$ cat src/rtl/multicycle_cpu.sv
// Multi-cycle RV32I core (OP, OP-IMM, LUI) with a req/ack fetch port and FETCH/DECODE/EXECUTE/WRITEBACK/HALT FSM.
// Optional MULTICYCLE_CPU_REG_DEBUG_INIT_EN: registers reset to i+3000 instead of 0.
module multicycle_cpu #(
  parameter int          XLEN     = 32,
  parameter int          NUM_REGS = 32,
  parameter logic [31:0] RESET_PC = 32'h0
) (
  input  logic            clk,
  input  logic            reset_n,
  output logic            imem_req,
  output logic [31:0]     imem_addr,
  input  logic [31:0]     imem_rdata,
  input  logic            imem_ack,
  output logic [31:0]     pc,
  output logic            halted,
  output logic            retire_valid,
  output logic [4:0]      retire_rd,
  output logic [XLEN-1:0] retire_data,
  input  logic [4:0]      dbg_reg_addr,
  output logic [XLEN-1:0] dbg_reg_data
);

  localparam int RW = (NUM_REGS > 1) ? $clog2(NUM_REGS) : 1;

  generate
    if (XLEN != 32) begin : g_bad_xlen
      $error("multicycle_cpu: XLEN must be 32 for RV32I");
    end
    if (NUM_REGS < 2 || NUM_REGS > 32 || (NUM_REGS & (NUM_REGS - 1)) != 0) begin : g_bad_regs
      $error("multicycle_cpu: NUM_REGS must be a power of two between 2 and 32");
    end
  endgenerate

  typedef enum logic [2:0] {
    ST_FETCH,
    ST_DECODE,
    ST_EXECUTE,
    ST_WRITEBACK,
    ST_HALT
  } state_t;

  state_t          state_reg;
  logic [31:0]     pc_reg;
  logic [31:0]     ir_reg;
  logic            halted_reg;
  logic            retire_valid_reg;
  logic [4:0]      retire_rd_reg;
  logic [XLEN-1:0] retire_data_reg;
  logic [XLEN-1:0] a_reg;
  logic [XLEN-1:0] b_reg;
  logic [2:0]      f3_reg;
  logic            alt_reg;
  logic [XLEN-1:0] regs [NUM_REGS];

  // Out-of-range indices (NUM_REGS < 32) behave like x0.
  function automatic logic [XLEN-1:0] rf_read(input logic [4:0] idx);
    if (idx == 5'd0 || int'(idx) >= NUM_REGS) return '0;
    return regs[idx[RW-1:0]];
  endfunction

  logic [6:0]      opcode;
  logic [2:0]      funct3;
  logic [6:0]      funct7;
  logic [4:0]      rd_field;
  logic [XLEN-1:0] i_imm;
  logic [XLEN-1:0] u_imm;

  assign opcode   = ir_reg[6:0];
  assign funct3   = ir_reg[14:12];
  assign funct7   = ir_reg[31:25];
  assign rd_field = ir_reg[11:7];
  assign i_imm    = {{20{ir_reg[31]}}, ir_reg[31:20]};
  assign u_imm    = {ir_reg[31:12], 12'b0};

  logic            dec_legal;
  logic [XLEN-1:0] dec_a;
  logic [XLEN-1:0] dec_b;
  logic [2:0]      dec_f3;
  logic            dec_alt;

  always_comb begin
    dec_legal = 1'b0;
    dec_a     = rf_read(ir_reg[19:15]);
    dec_b     = rf_read(ir_reg[24:20]);
    dec_f3    = funct3;
    dec_alt   = 1'b0;
    case (opcode)
      7'b0110011: begin
        dec_alt   = funct7[5];
        dec_legal = (funct7 == 7'b0000000) ||
                    (funct7 == 7'b0100000 && (funct3 == 3'b000 || funct3 == 3'b101));
      end
      7'b0010011: begin
        dec_b = i_imm;
        case (funct3)
          3'b001:  dec_legal = (funct7 == 7'b0000000);
          3'b101: begin
            // imm[10] selects SRAI; every other imm[11:5] pattern is reserved
            dec_legal = (funct7 == 7'b0000000) || (funct7 == 7'b0100000);
            dec_alt   = funct7[5];
          end
          default: dec_legal = 1'b1;
        endcase
      end
      7'b0110111: begin
        dec_legal = 1'b1;
        dec_a     = '0;
        dec_b     = u_imm;
        dec_f3    = 3'b000;
      end
      default: dec_legal = 1'b0;
    endcase
  end

  logic [XLEN-1:0] alu_result;
  logic [4:0]      shamt;

  assign shamt = b_reg[4:0];

  always_comb begin
    alu_result = '0;
    case (f3_reg)
      3'b000:  alu_result = alt_reg ? (a_reg - b_reg) : (a_reg + b_reg);
      3'b001:  alu_result = a_reg << shamt;
      3'b010:  alu_result = {{(XLEN-1){1'b0}}, $signed(a_reg) < $signed(b_reg)};
      3'b011:  alu_result = {{(XLEN-1){1'b0}}, a_reg < b_reg};
      3'b100:  alu_result = a_reg ^ b_reg;
      3'b101:  alu_result = alt_reg ? XLEN'($signed(a_reg) >>> shamt) : (a_reg >> shamt);
      3'b110:  alu_result = a_reg | b_reg;
      default: alu_result = a_reg & b_reg;
    endcase
  end

  always_ff @(posedge clk or negedge reset_n) begin
    if (!reset_n) begin
      state_reg        <= ST_FETCH;
      pc_reg           <= RESET_PC;
      ir_reg           <= '0;
      halted_reg       <= 1'b0;
      retire_valid_reg <= 1'b0;
      retire_rd_reg    <= '0;
      retire_data_reg  <= '0;
      a_reg            <= '0;
      b_reg            <= '0;
      f3_reg           <= '0;
      alt_reg          <= 1'b0;
    end else begin
      retire_valid_reg <= 1'b0;
      case (state_reg)
        ST_FETCH: begin
          if (imem_ack) begin
            ir_reg    <= imem_rdata;
            state_reg <= ST_DECODE;
          end
        end
        ST_DECODE: begin
          if (dec_legal) begin
            a_reg     <= dec_a;
            b_reg     <= dec_b;
            f3_reg    <= dec_f3;
            alt_reg   <= dec_alt;
            state_reg <= ST_EXECUTE;
          end else begin
            halted_reg <= 1'b1;
            state_reg  <= ST_HALT;
          end
        end
        ST_EXECUTE: begin
          // Retire outputs are registered here so they are valid throughout WRITEBACK.
          retire_valid_reg <= 1'b1;
          retire_rd_reg    <= rd_field;
          retire_data_reg  <= alu_result;
          state_reg        <= ST_WRITEBACK;
        end
        ST_WRITEBACK: begin
          pc_reg    <= pc_reg + 32'd4;
          state_reg <= ST_FETCH;
        end
        default: state_reg <= ST_HALT;
      endcase
    end
  end

  always_ff @(posedge clk or negedge reset_n) begin
    if (!reset_n) begin
      for (int i = 0; i < NUM_REGS; i++) begin
`ifdef MULTICYCLE_CPU_REG_DEBUG_INIT_EN
        regs[i] <= (i == 0) ? '0 : XLEN'(i + 3000);
`else
        regs[i] <= '0;
`endif
      end
    end else if (state_reg == ST_WRITEBACK && rd_field != 5'd0 && int'(rd_field) < NUM_REGS) begin
      regs[rd_field[RW-1:0]] <= retire_data_reg;
    end
  end

  // Gating with reset_n makes the request drop the instant reset asserts.
  assign imem_req     = reset_n && (state_reg == ST_FETCH);
  assign imem_addr    = pc_reg;
  assign pc           = pc_reg;
  assign halted       = halted_reg;
  assign retire_valid = retire_valid_reg;
  assign retire_rd    = retire_rd_reg;
  assign retire_data  = retire_data_reg;
  assign dbg_reg_data = rf_read(dbg_reg_addr);

endmodule

$ cat config.mk
export PLATFORM = sky130hd
export DESIGN_NAME = multicycle_cpu
export DESIGN_NICKNAME = d
export VERILOG_FILES = /design/src/rtl/multicycle_cpu.sv
export SDC_FILE = /design/constraint.sdc
export NUM_CORES = 2
export LEC_CHECK = 0
export ABC_CLOCK_PERIOD_IN_PS = 8000
export CORE_MARGIN = 2
export CORE_UTILIZATION = 25
export DETAILED_ROUTE_END_ITERATION = 12
export HOLD_SLACK_MARGIN = 0.12
export PLACE_DENSITY_LB_ADDON = 0.05
export SYNTH_ARGS = -nofsm -noshare
export SYNTH_HDL_FRONTEND = slang
export SYNTH_SLANG_ARGS = --single-unit
$ cat constraint.sdc
create_clock -name clk -period 8 [get_ports clk]
set_clock_uncertainty 0.1 [all_clocks]
set_input_delay 0.8 -clock clk [delete_from_list [all_inputs] [get_ports clk]]
set_output_delay 0.8 -clock clk [all_outputs]
set_load 0.005 [all_outputs]
==> results.sh <==
export IMPL_cp_data_arrival_time_ns=4.41
export IMPL_drt_wl_total_um=340000
export IMPL_rsz0062_at_grt="no"
export IMPL_dieArea_um2=312000
export IMPL_synth_edff_count=0
export IMPL_critPathLaunchType="primary input"
export IMPL_clk_pin_slew_worst_paths_ns=0.05
export IMPL_grt_antenna_before_repair=24
export IMPL_finalCriticalPeriod_ns=5.31
export IMPL_cpMostUsedCell="mux4_2"
export IMPL_syn_avg_cell_area_um2=13.9
export IMPL_viasPerCell=5.46
export IMPL_min_delay_start="regs[1019]$_DFFE_PN0P_"
export IMPL_layout_commonest_cell="dfrtp_1"
export IMPL_status="completed"
export IMPL_fin_setup_tns_ns=0
export IMPL_grt_pass1_wl_um=473000
export IMPL_largest_reg_flops=1024
export IMPL_worstSkewPairLatency_ns=0.87
export IMPL_cts_resized=0
export IMPL_cts_setup_buffers=0
export IMPL_gp_congestion=0.868
export IMPL_ant_nets=0
export IMPL_setup_viol=0
export IMPL_cap_violations=0
export IMPL_synthCells=5542
export IMPL_grt_total_usage=0.216
export IMPL_worstMarginPinSlew_ns=1.27
export IMPL_wl_per_cell_um=35.2
export IMPL_hold_viol=0
export IMPL_vdd_drop_max_v=0.000194
export IMPL_grt_pass1_vias=54500
export IMPL_core_area_um2=306000
export IMPL_max_slew_margin=0.155
export IMPL_crit_path_max_incr_delay_ns=0.67
export IMPL_path_cells="buf_8, buf_4, mux4_2, mux4_2, mux2i_1, nor2_1, clkdlybuf4s50_1"
export IMPL_power_density_nw_per_um2=217
export IMPL_hpwl_um=211000
export IMPL_worst_ep_required_time_ns=7.10
export IMPL_crit_buf_inv=3
export IMPL_final_layout_size_suffix_gt1_frac=0.457
export IMPL_largest_register="regs"
export IMPL_path_class="primary input to output port"
export IMPL_first_iter_violations=3693
export IMPL_ys_ff_latch=1196
export IMPL_power_mw=19.2
export IMPL_port_buffers=171
export IMPL_clock_path_buffers=4
export IMPL_cts_htree_levels=4
export IMPL_critPathCaptureType="output port"
export IMPL_crit_slowest_cell="mux2i_1"
export IMPL_cp_startpoint="dbg_reg_addr[0]"
export IMPL_crit_family="multiplexers"
export IMPL_hp_class="flop to flop"
export IMPL_ios=176
export IMPL_numCtsBuffers=169
export IMPL_synth_ff_type="dfrtp_1"
export IMPL_grt_overflow_total=0
export IMPL_slew_violations=0
export IMPL_mostFrequentLayoutCells="dfrtp_1, mux2_2, mux4_2"
export IMPL_seq_area_frac_synth=0.389
export IMPL_detailedPlace_worstSlack_ns=2.66
export IMPL_layout_nets=5565
export IMPL_die_h_um=559
export IMPL_grt_max_degree=143
export IMPL_postSynth_asyncResetShare=1.00
export IMPL_initial_utilization=0.251
export IMPL_syn_cell_area_um2=76900
export IMPL_fmax_ghz=0.188
export IMPL_synth_cell_type_count=84
export IMPL_die_w_um=559
export IMPL_cts_root_buf="clkbuf_16"
export IMPL_final_period_utilization=0.664
export IMPL_cts_sinks=1196
export IMPL_row_count=203
export IMPL_drc=0
export IMPL_cts_tree="yes"
export IMPL_p_leak_nw=37.3
export IMPL_yosys_warnings=0
export IMPL_syn_to_final_growth_pct=15.0
export IMPL_final_setup_worst_slack_ns=2.69
export IMPL_crit_path_max_fanout=43
export IMPL_num_vias=52700
export IMPL_reg2reg_from="b_reg[2]$_DFFE_PN0P_"
export IMPL_first_pass_iters=7
## per-stage QoR
step                instances  cell area (um^2)  hold WS (ns)   util
floorplan                5545             76900         0.358      -
global placement         9353             83000         0.297  0.271
detailed placement       9353             83000         0.303  0.271
CTS                      9648             88500         0.283  0.289
global route             9650             88500         0.317  0.289
finish                   9652             88500         0.313  0.289
## area by class of cell
cell class | count | area [um^2]
multi-input combinational | 3600 | 44100
clock inverter | 48 | 500
antenna | 4 | 10.0
fill | 30700 | 218000
clock buffer | 246 | 5000
timing repair buffer | 349 | 3370
sequential | 1196 | 30000
inverter | 109 | 409
tap | 4100 | 5130
## power by group
part | switching (mW) | internal, mW
registers | 0.557 | 6.16
logic | 3.06 | 1.77
clock network | 3.10 | 4.55
## per-layer routing
layer / up-vias / GRT usage / wire, um
met5: - / 0.00355 / 184
li1: 21400 / - / -
met1: 29400 / 0.310 / 159000
met4: 6 / 0.0505 / 8400
met2: 1509 / 0.345 / 158000
met3: 412 / 0.0286 / 14000
## cells in the mapped netlist (98+ instances only)
cell / instances / area, um^2
mux2_2: 1025 / 11500
nand2_1: 192 / 721
buf_1: 121 / 454
mux2i_1: 141 / 1410
inv_1: 106 / 398
a21oi_1: 179 / 896
o21ai_0: 163 / 816
nor2_1: 244 / 916
ha_1: 98 / 1230
dfrtp_1: 1196 / 29900
clkbuf_1: 389 / 1460
mux4_2: 981 / 22100
## kinds of logic (layout without fill, tap and decap cells)
logic type	after synthesis	after routing	synth area share
other	1	8	0.0000487
buffers and inverters	749	752	0.0412
multiplexers	2155	2155	0.457
XOR/XNOR	56	56	0.00638
flip-flops	1196	1196	0.389
AND/OR/NAND/NOR	633	633	0.0368
AO/OA/AOI/OAI	652	652	0.0533
adder cells (fa/ha/maj)	100	100	0.0165
## worst paths after layout
check,to,slack [ns],cells past startpoint
worst max register to register,retire_data[28]$_DFFE_PN0P_,3.07,14
worst min-delay path,regs[1019]$_DFFE_PN0P_,0.31,0
worst min register to register,regs[1019]$_DFFE_PN0P_,0.31,0
min in group asynchronous,regs[771]$_DFFE_PN0P_,0.34,2
max in group asynchronous,regs[445]$_DFFE_PN0P_,5.17,5
worst max-delay path,dbg_reg_data[20],2.69,7
## timing repair
item | CTS | global route
hold endpoints to repair | 78 | 0
hold buffers | 1 | 0
endpoints found under the setup margin | 0 | 0
No activity file was read; power rests on OpenSTA's default activity.
